[config.mk]
export PLATFORM = sky130hd
export DESIGN_NAME = seq_detect_ctrl_flat
export DESIGN_NICKNAME = d
export VERILOG_FILES = /design/src/rtl/seq_detect_ctrl_if.sv /design/src/rtl/seq_detect_ctrl.sv /design/src/flat_wrapper.sv
export SDC_FILE = /design/constraint.sdc
export NUM_CORES = 1
export LEC_CHECK = 0
export ABC_CLOCK_PERIOD_IN_PS = 2600
export CAP_MARGIN = 40
export CORE_UTILIZATION = 49
export DETAILED_ROUTE_END_ITERATION = 6
export GPL_TIMING_DRIVEN = 0
export PLACE_DENSITY = 0.76
export SLEW_MARGIN = 20
export SYNTH_ARGS = -nofsm -noshare
export SYNTH_HDL_FRONTEND = slang
export SYNTH_SLANG_ARGS = --single-unit
[constraint.sdc]
create_clock -name clk -period 2.6 [get_ports clk]
set_clock_uncertainty 0.2 [all_clocks]
set_input_delay 0.52 -clock clk [delete_from_list [all_inputs] [get_ports clk]]
set_output_delay 0.52 -clock clk [all_outputs]
set_load 0.02 [all_outputs]
[src/rtl/seq_detect_ctrl_if.sv]
// Config, control, serial-stream and status bundle of seq_detect_ctrl.
interface seq_detect_ctrl_if #(
  parameter int unsigned PAT_W = 8,
  parameter int unsigned LEN_W = 4,
  parameter int unsigned CNT_W = 8
);
  logic             cfg_valid;
  logic             cfg_ready;
  logic [PAT_W-1:0] cfg_pattern;
  logic [LEN_W-1:0] cfg_len;
  logic             cfg_overlap;
  logic [CNT_W-1:0] cfg_target;
  logic             start;
  logic             abort;
  logic             x_valid;
  logic             x;
  logic             match;
  logic [CNT_W-1:0] match_cnt;
  logic             busy;
  logic             done;
  logic             timeout;
  logic             cfg_err;
  logic [2:0]       cst;

  modport master (
    output cfg_valid, cfg_pattern, cfg_len, cfg_overlap, cfg_target,
           start, abort, x_valid, x,
    input  cfg_ready, match, match_cnt, busy, done, timeout, cfg_err, cst
  );

  modport slave (
    input  cfg_valid, cfg_pattern, cfg_len, cfg_overlap, cfg_target,
           start, abort, x_valid, x,
    output cfg_ready, match, match_cnt, busy, done, timeout, cfg_err, cst
  );
endinterface

[src/rtl/seq_detect_ctrl.sv]
// Run-time-programmable serial pattern detector with its own IDLE/RUN/DONE
// sequencer: loads a pattern over a valid/ready port, scans a gated bit stream, counts matches.
module seq_detect_ctrl #(
  parameter int unsigned PAT_W  = 8,
  parameter int unsigned LEN_W  = 4,
  parameter int unsigned CNT_W  = 8,
  parameter int unsigned TO_CYC = 16
) (
  input logic              clk,
  input logic              rst,
  seq_detect_ctrl_if.slave bus
);
  localparam int unsigned IDL_W = $clog2(TO_CYC + 1);

  typedef enum logic [2:0] {
    ST_IDLE = 3'd0,
    ST_RUN  = 3'd1,
    ST_DONE = 3'd2
  } state_e;

  state_e             state_q, state_d;
  logic [PAT_W-1:0]   pat_q, pat_d, hist_q, hist_d, hist_nx, mask;
  logic [LEN_W-1:0]   len_q, len_d, fill_q, fill_d, fill_nx;
  logic [CNT_W-1:0]   tgt_q, tgt_d, cnt_q, cnt_d, cnt_nx;
  logic [IDL_W-1:0]   idle_q, idle_d, idle_nx;
  logic               ovl_q, ovl_d, loaded_q, loaded_d, cfg_err_q, cfg_err_d;
  logic               match_q, match_d, done_q, done_d, timeout_q, timeout_d;
  logic               hit, tgt_hit, to_hit;

  // Only the low len_q history bits take part in the compare.
  always_comb begin
    mask = '0;
    for (int unsigned i = 0; i < PAT_W; i++) begin
      mask[i] = (LEN_W'(i) < len_q);
    end
  end

  always_comb begin
    state_d   = state_q;
    pat_d     = pat_q;
    len_d     = len_q;
    ovl_d     = ovl_q;
    tgt_d     = tgt_q;
    loaded_d  = loaded_q;
    cfg_err_d = cfg_err_q;
    hist_d    = hist_q;
    fill_d    = fill_q;
    cnt_d     = cnt_q;
    idle_d    = idle_q;
    timeout_d = timeout_q;
    match_d   = 1'b0;
    done_d    = 1'b0;

    // Match evaluation includes the bit arriving this cycle.
    hist_nx = {hist_q[PAT_W-2:0], bus.x};
    fill_nx = (fill_q >= len_q) ? len_q : fill_q + LEN_W'(1);
    hit     = bus.x_valid && (fill_nx == len_q) && (((hist_nx ^ pat_q) & mask) == '0);
    cnt_nx  = (&cnt_q) ? cnt_q : cnt_q + CNT_W'(1);
    idle_nx = bus.x_valid ? '0 : idle_q + IDL_W'(1);
    tgt_hit = hit && (tgt_q != '0) && (cnt_nx == tgt_q);
    to_hit  = !bus.x_valid && (idle_nx == IDL_W'(TO_CYC));

    unique case (state_q)
      ST_IDLE: begin
        if (bus.cfg_valid) begin
          if ((bus.cfg_len == '0) || (bus.cfg_len > LEN_W'(PAT_W))) begin
            cfg_err_d = 1'b1;
          end else begin
            pat_d     = bus.cfg_pattern;
            len_d     = bus.cfg_len;
            ovl_d     = bus.cfg_overlap;
            tgt_d     = bus.cfg_target;
            loaded_d  = 1'b1;
            cfg_err_d = 1'b0;
          end
        end
        if (bus.start && loaded_q && !bus.abort) begin
          state_d   = ST_RUN;
          hist_d    = '0;
          fill_d    = '0;
          cnt_d     = '0;
          idle_d    = '0;
          timeout_d = 1'b0;
        end
      end
      ST_RUN: begin
        idle_d = idle_nx;
        if (bus.x_valid) begin
          hist_d = hist_nx;
          fill_d = fill_nx;
        end
        if (hit) begin
          match_d = 1'b1;
          cnt_d   = cnt_nx;
          if (!ovl_q) fill_d = '0;
        end
        // abort beats target, target beats timeout
        if (bus.abort) begin
          state_d = ST_IDLE;
        end else if (tgt_hit) begin
          state_d = ST_DONE;
          done_d  = 1'b1;
        end else if (to_hit) begin
          state_d   = ST_DONE;
          done_d    = 1'b1;
          timeout_d = 1'b1;
        end
      end
      ST_DONE: state_d = ST_IDLE;
      default: state_d = ST_IDLE;
    endcase
  end

  always_ff @(posedge clk or negedge rst) begin
    if (!rst) begin
      state_q   <= ST_IDLE;
      pat_q     <= '0;
      len_q     <= '0;
      ovl_q     <= 1'b0;
      tgt_q     <= '0;
      loaded_q  <= 1'b0;
      cfg_err_q <= 1'b0;
      hist_q    <= '0;
      fill_q    <= '0;
      cnt_q     <= '0;
      idle_q    <= '0;
      timeout_q <= 1'b0;
      match_q   <= 1'b0;
      done_q    <= 1'b0;
    end else begin
      state_q   <= state_d;
      pat_q     <= pat_d;
      len_q     <= len_d;
      ovl_q     <= ovl_d;
      tgt_q     <= tgt_d;
      loaded_q  <= loaded_d;
      cfg_err_q <= cfg_err_d;
      hist_q    <= hist_d;
      fill_q    <= fill_d;
      cnt_q     <= cnt_d;
      idle_q    <= idle_d;
      timeout_q <= timeout_d;
      match_q   <= match_d;
      done_q    <= done_d;
    end
  end

  assign bus.cfg_ready = (state_q == ST_IDLE);
  assign bus.busy      = (state_q == ST_RUN);
  assign bus.cst       = state_q;
  assign bus.match     = match_q;
  assign bus.match_cnt = cnt_q;
  assign bus.done      = done_q;
  assign bus.timeout   = timeout_q;
  assign bus.cfg_err   = cfg_err_q;
endmodule

[src/flat_wrapper.sv]
// flat-port wrapper written by rule: the top's interface ports become plain ports
module seq_detect_ctrl_flat 
#(
  parameter int unsigned PAT_W  = 8,
  parameter int unsigned LEN_W  = 4,
  parameter int unsigned CNT_W  = 8,
  parameter int unsigned TO_CYC = 16
)
  (clk, rst, bus_cfg_valid, bus_cfg_pattern, bus_cfg_len, bus_cfg_overlap, bus_cfg_target, bus_start, bus_abort, bus_x_valid, bus_x, bus_cfg_ready, bus_match, bus_match_cnt, bus_busy, bus_done, bus_timeout, bus_cfg_err, bus_cst);
  seq_detect_ctrl_if #(.PAT_W(PAT_W), .LEN_W(LEN_W), .CNT_W(CNT_W)) bus_i ();
  input logic clk;
  input logic rst;
  input wire logic [$bits(bus_i.cfg_valid)-1:0] bus_cfg_valid;
  input wire logic [$bits(bus_i.cfg_pattern)-1:0] bus_cfg_pattern;
  input wire logic [$bits(bus_i.cfg_len)-1:0] bus_cfg_len;
  input wire logic [$bits(bus_i.cfg_overlap)-1:0] bus_cfg_overlap;
  input wire logic [$bits(bus_i.cfg_target)-1:0] bus_cfg_target;
  input wire logic [$bits(bus_i.start)-1:0] bus_start;
  input wire logic [$bits(bus_i.abort)-1:0] bus_abort;
  input wire logic [$bits(bus_i.x_valid)-1:0] bus_x_valid;
  input wire logic [$bits(bus_i.x)-1:0] bus_x;
  output wire logic [$bits(bus_i.cfg_ready)-1:0] bus_cfg_ready;
  output wire logic [$bits(bus_i.match)-1:0] bus_match;
  output wire logic [$bits(bus_i.match_cnt)-1:0] bus_match_cnt;
  output wire logic [$bits(bus_i.busy)-1:0] bus_busy;
  output wire logic [$bits(bus_i.done)-1:0] bus_done;
  output wire logic [$bits(bus_i.timeout)-1:0] bus_timeout;
  output wire logic [$bits(bus_i.cfg_err)-1:0] bus_cfg_err;
  output wire logic [$bits(bus_i.cst)-1:0] bus_cst;
  assign bus_i.cfg_valid = bus_cfg_valid;
  assign bus_i.cfg_pattern = bus_cfg_pattern;
  assign bus_i.cfg_len = bus_cfg_len;
  assign bus_i.cfg_overlap = bus_cfg_overlap;
  assign bus_i.cfg_target = bus_cfg_target;
  assign bus_i.start = bus_start;
  assign bus_i.abort = bus_abort;
  assign bus_i.x_valid = bus_x_valid;
  assign bus_i.x = bus_x;
  assign bus_cfg_ready = bus_i.cfg_ready;
  assign bus_match = bus_i.match;
  assign bus_match_cnt = bus_i.match_cnt;
  assign bus_busy = bus_i.busy;
  assign bus_done = bus_i.done;
  assign bus_timeout = bus_i.timeout;
  assign bus_cfg_err = bus_i.cfg_err;
  assign bus_cst = bus_i.cst;
  seq_detect_ctrl #(.PAT_W(PAT_W), .LEN_W(LEN_W), .CNT_W(CNT_W), .TO_CYC(TO_CYC)) u_core (.clk(clk), .rst(rst), .bus(bus_i));
endmodule
==> results of run 1 <==
area by class of cell:
cell class / instances / area (µm²) / share of cell area
multi-input combinational: 223 / 1630 / 0.441
buffer: 11 / 66.3 / 0.0179
clock inverter: 2 / 35.0 / 0.00948
sequential: 52 / 1310 / 0.354
tap: 72 / 90.1 / 0.0244
clock buffer: 6 / 72.6 / 0.0196
timing repair buffer: 50 / 473 / 0.128
inverter: 5 / 18.8 / 0.00508
critical path: cells and delay by family (launching register included):
| family | cells | cell delay, ns |
|---|---|---|
| and+or+nand+nor | 3 | 0.84 |
| AOI/OAI and AO/OA | 3 | 0.83 |
| DFF | 1 | 0.41 |
| adders and majority gates | 1 | 0.19 |
logic make-up after synthesis:
group | Yosys count | synth area share
adders and majority gates | 7 | 0.0297
other | 1 | 0.00127
muxes | 26 | 0.0975
xor gates and xnor gates | 24 | 0.0759
DFF | 52 | 0.441
AOI/OAI and AO/OA | 70 | 0.157
buffers and inverters | 19 | 0.0305
and+or+nand+nor | 95 | 0.167
flip-flops by register name (all words and copies together), names as in the netlist:
signal and flops:
u_core.bus.done 1, u_core.bus.match_cnt 8, u_core.pat_q 8, u_core.ovl_q 1
u_core.loaded_q 1, u_core.bus.cfg_err 1, u_core.idle_q 5, u_core.hist_q 7
u_core.tgt_q 8, u_core.bus.timeout 1, u_core.fill_q 4, u_core.bus.cst 2
u_core.bus.match 1, u_core.len_q 4
synth_stat cells, types with 3 or more instances:
| master | n | area share |
|---|---|---|
| nor3_1 | 7 | 0.012 |
| nand2b_1 | 5 | 0.011 |
| a21oi_1 | 10 | 0.017 |
| xor2_1 | 8 | 0.024 |
| mux2_2 | 22 | 0.084 |
| o21ai_0 | 21 | 0.036 |
| o22ai_1 | 3 | 0.0064 |
| inv_1 | 5 | 0.0064 |
| buf_2 | 3 | 0.0051 |
| xnor2_1 | 15 | 0.045 |
| mux2i_1 | 4 | 0.014 |
| a311oi_1 | 3 | 0.0089 |
| and3_1 | 3 | 0.0064 |
| nand3_1 | 7 | 0.012 |
| clkbuf_1 | 5 | 0.0064 |
| dfrtp_1 | 52 | 0.44 |
| nor2_1 | 14 | 0.018 |
| ha_1 | 7 | 0.030 |
| nand2_1 | 34 | 0.043 |
| o21ai_1 | 4 | 0.0068 |
| buf_4 | 4 | 0.010 |
| o21a_1 | 3 | 0.0076 |
| and2_1 | 3 | 0.0064 |
| nor4_1 | 3 | 0.0064 |
| nand4_1 | 5 | 0.011 |
| a31oi_1 | 5 | 0.011 |
worst paths after layout:
path	startpoint	end	depth (start not counted)
hold reg to reg	u_core.loaded_q	u_core.loaded_q	1
setup reg to reg	u_core.bus.match_cnt[0]	u_core.bus.cst[0]	7
min in group clk	u_core.loaded_q	u_core.loaded_q	1
max in group asynchronous	rst	u_core.len_q[1]	1
setup / recovery	u_core.bus.match_cnt[0]	u_core.bus.cst[0]	7
hold / removal	rst	u_core.bus.match_cnt[5]	1
layout by cell type (no fill, tap or decap), types with 7 or more instances in the layout:
cell              n
nor2_1           13
buf_4             9
xor2_1            8
nand2_1          34
mux2_2           22
clkdlybuf4s50_1  41
nand3_1           7
dfrtp_1          46
xnor2_1          15
o21ai_0          21
a21oi_1          10
what timing repair did:
item,4_1_cts,5_1_grt
endpoints found under the setup margin,10,18
hold buffers,0,0
gates resized for setup,5,14
buffers inserted,2,5
pin swaps,1,10
metrics by stage:
step           cells  setup slack [ns]  utilization  hold slack (ns)
2_1_floorplan    294            0.0144            -           0.0244
3_3_place_gp     408            -0.933        0.618            0.272
3_5_place_dp     409            -0.251        0.619            0.274
4_1_cts          418           0.00572        0.643           0.0555
5_1_grt          421           -0.0295        0.655           0.0670
6_report         421            0.0136        0.655           0.0179
layer usage:
layer	up-vias	track usage	wire length, µm
met5	-	0	0
met4	0	0.0618	55
met3	5	0.0469	327
met2	69	0.351	3140
met1	1195	0.317	3120
li1	1180	-	-
power by group:
part,leakage (µW),total [µW],internal (µW),switching (µW)
registers,0.000656,1110,953,157
clock network,0.0000552,556,286,270
logic,0.000775,901,481,420
==> qor.yml, run 1 <==
avgSynthCellArea_um2: 10.0
path_clk_slew_ns: 0.10
die_area_um2: 6340
initial_core_util: 0.523
vias_per_cell: 5.82
numCtsBuffers: 5
async_flop_share: 1.00
synth_edf_count: 0
clock_latency_ns: 0.31
port_buffers: 42
setup_viol: 0
period_minus_slack_ns: 2.59
track_usage: 0.225
grt.overflow.total: 0
hp-class: "in2async"
grt_pass1_wl_um: 10900
synthesis.area_um2: 2950
power_density_nw_per_um2: 694
finalSetupTns_ns: 0
slowest_delay_ns: 0.53
fin_area_um2: 3700
die_width_um: 79.6
synth_nets: 329
cp_cell_sequence: "ha_4 -> nand4_1 -> a211o_1 -> and3_1 -> a311o_1 -> or4_4 -> a31o_1"
core_area_um2: 5640
via_count: 2449
ir_drop_uv: 479
postSynthCellCount: 294
ys.flop_type: "dfrtp_1"
routedWlPerCell_um: 15.8
syn_to_final_growth_pct: 25.2
finalPower_uw: 2570
antenna_found_initial: 0
synth_cell_types: 58
drtPass1Iterations: 4
finalMaxSlewViolations: 0
dr.first_iter.drc_count: 222
hpwl_um: 4770
grt_pass1_vias: 2274
final.period_utilization: 0.995
yosys_warnings: 0
rsz0062_at_grt: "yes"
num-fill-cells: 475
die_h_um: 79.6
diodes: 0
layout-drive-gt1-share: 0.192
dpl_cell_area_um2: 3490
clockRootBuffer: "clkbuf_8"
ant_nets: 0
r2r_setup_slack_ns: 0.01
cts_tree: "yes"
worst-path-max-fanout: 6
status: "completed"
cp-end-kind: "flip-flop"
grt_max_degree: 53
crit_path_start_kind: "flip-flop"
cts_buffer_depth: 2
io_pins: 45
cp.required_ns: 2.60
ys_seq_area_frac: 0.441
worstSetupPathType: "reg2reg"
clock_sinks: 52
drt_wl_total_um: 6640
final-hold-violation-count: 0
num_rows: 27
max_freq_mhz: 387
post-route-drc-count: 0
crit_slowest_cell: "or4_4"
cap_violations: 0
maxSlewHeadroom: 0.574
cts.htree.levels: 2
nets: 383
crit_arrival_ns: 2.59
worstMarginPinSlew_ns: 0.639
ys_ff_latch: 52
p_leak_uw: 0.00149
place_congestion: 0.901
No activity file was read; power rests on OpenSTA's default activity.
==> run 2: changes to the inputs <==
--- a/config.mk
+++ b/config.mk
@@ -11,7 +11,7 @@
 export DETAILED_ROUTE_END_ITERATION = 6
 export GPL_TIMING_DRIVEN = 0
 export PLACE_DENSITY = 0.76
-export SLEW_MARGIN = 20
+export SLEW_MARGIN = 10
 export SYNTH_ARGS = -nofsm -noshare
 export SYNTH_HDL_FRONTEND = slang
 export SYNTH_SLANG_ARGS = --single-unit
==> run 2 against run 1 <==
  * Die area stayed put
  * Clock power hardly changed
  * Fmax is 0.11% higher
  * Final cell count is 0.48% lower
  * Critical path depth stayed put
  * Register-to-register slack hardly changed
  * Largest power group unchanged
==> qor.yml, run 2 (synthesized netlist as in run 1, its figures left out) <==
ant_nets: 0  # unchanged
status: "completed"
final-hold-violation-count: 0  # unchanged
max_freq_mhz: 387  # +0.11%
final_cell_mix: "dfrtp_1, clkdlybuf4s50_1, nand2_1"
grt_pass1_wl_um: 11000  # +0.37%
reg2reg_depth: 7  # unchanged
drt_wl_total_um: 6640  # about the same
grt_max_degree: 28  # -47%
crit_arrival_ns: 2.59  # about the same
port_buffers: 42  # unchanged
final.period_utilization: 0.994  # -0.00106
cp.required_ns: 2.61  # about the same
track_usage: 0.229  # +0.00353
post-route-drc-count: 0  # unchanged
final_common_cell: "dfrtp_1"
worstMarginPinSlew_ns: 0.620  # -0.0187 ns
ir_drop_uv: 366  # -23%
pwr-share-comb: 0.348  # -0.003
netSwitchingFraction: 0.333  # +0.00332
hp-class: "in2async"
top_usage_layer: "met2"
drtPass1Iterations: 4  # unchanged
layout-drive-gt1-share: 0.184  # -0.00754
antenna_found_initial: 0  # unchanged
core_area_um2: 5640  # unchanged
p_switching_uw: 854  # +0.87%
path_clk_slew_ns: 0.09  # about the same
finalMaxSlewViolations: 0  # unchanged
syn_to_final_growth_pct: 25.0
crit_start: "u_core.bus.match_cnt[0]"
p_int_uw: 1710  # -0.63%
clock_sinks: 52  # unchanged
die_h_um: 79.6  # unchanged
cts_buffer_depth: 2  # unchanged
crit_path_start_kind: "flip-flop"
numCtsBuffers: 5  # unchanged
cap_violations: 0  # unchanged
crit_path_end: "u_core.bus.cst[0]"
die_width_um: 79.6  # unchanged
routedWlPerCell_um: 15.8  # +0.40%
globalRouteMet1Util: 0.316  # -0.000703
setup_viol: 0  # unchanged
io_pins: 45  # unchanged
r2r_setup_slack_ns: 0.02  # about the same
vias_per_cell: 5.78  # -0.63%
finalSetupTns_ns: 0  # unchanged
cp-end-kind: "flip-flop"
dr.first_iter.drc_count: 135  # -39%
initial_core_util: 0.523  # unchanged
power.share.clock: 0.218  # about the same
clockRootBuffer: "clkbuf_8"
p_leak_uw: 0.00148  # -0.36%
period_minus_slack_ns: 2.58  # -0.00275 ns
grt_pass1_vias: 2225  # -2.2%
grt.overflow.total: 0  # unchanged
nets: 381  # -0.52%
rsz0062_at_grt: "yes"
hpwl_um: 4870  # +2.2%
num_rows: 27  # unchanged
cts.htree.levels: 2  # unchanged
grtUsageMet3: 0.0411  # -0.00571
via_count: 2422  # -1.1%
reg2reg_from: "u_core.bus.match_cnt[0]"
diodes: 0  # unchanged
worst-path-max-fanout: 8  # +2
maxSlewHeadroom: 0.586  # +0.0125
seqPwrFrac: 0.434  # +0.002
place_congestion: 0.901  # unchanged
cts_tree: "yes"
finalPower_uw: 2560  # -0.14%
power_density_nw_per_um2: 695  # about the same
die_area_um2: 6340  # unchanged
clock_latency_ns: 0.31  # about the same
grt_util_met2: 0.362  # +0.0111
worstSetupPathType: "reg2reg"
worstReg2RegEnd: "u_core.bus.cst[0]"
-- run 2: worst min path at each step --
stage                         start                      end  slack (ns)  cells after the start
floorplan                       rst       u_core.bus.cfg_err        0.02                      0
global placement    u_core.loaded_q          u_core.loaded_q        0.27                      1
detailed placement  u_core.loaded_q          u_core.loaded_q        0.28                      1
CTS                             rst         u_core.hist_q[4]        0.02                      1
global route                    rst         u_core.hist_q[4]        0.05                      1
finish                          rst  u_core.bus.match_cnt[3]        0.02                      1
-- run 2: layer usage --
metal | part of all wire | up-vias
li1 | - | 1168
met1 | 0.46 | 1186
met2 | 0.48 | 62
met3 | 0.049 | 6
met4 | 0.012 | 0
met5 | 0 | -
-- run 2: power by group through the flow --
stage	combinational, µW	sequential, µW	clock, µW
2_1_floorplan	602	1080	0
3_3_place_gp	769	1110	0
3_5_place_dp	802	1120	0
4_1_cts	830	1110	580
5_1_grt	985	1130	604
6_report	892	1110	558
-- run 2: through the flow --
step | cells | worst slack, ns | instance area, µm² | util | hold slack [ns]
after global placement | 408 | -0.933 | 3490 | 0.618 | 0.272
after CTS | 419 | 0.000597 | 3650 | 0.647 | 0.0172
after floorplan | 294 | 0.0144 | 2980 | - | 0.0244
after global routing | 419 | -0.0479 | 3690 | 0.654 | 0.0454
final | 419 | 0.0163 | 3690 | 0.654 | 0.0160
after detailed placement | 410 | -0.252 | 3510 | 0.622 | 0.278
-- run 2: worst max-delay path, cell delays in order, from the launching register on --
cell	delay (ns)
dfrtp_2	0.41
ha_4	0.20
nand4_1	0.14
a211o_1	0.33
and3_1	0.18
a311o_1	0.27
or4_4	0.53
a31o_1	0.22
-- run 2: final cells by class --
| type | count | area (µm²) |
|---|---|---|
| fillers | 479 | 1950 |
| multi-input cells | 223 | 1630 |
| flip-flops and latches | 52 | 1310 |
| repair buffers | 48 | 470 |
| well taps | 72 | 90.1 |
| clock buffers | 5 | 68.8 |
| plain buffers | 11 | 60.1 |
| clock inverters | 3 | 42.5 |
| inverters | 5 | 18.8 |
-- run 2: timing repair --
item | CTS | global route
hold buffers | 0 | 0
buffers inserted | 2 | 2
pin swaps | 1 | 7
setup endpoints to repair | 11 | 14
gates resized for setup | 6 | 10
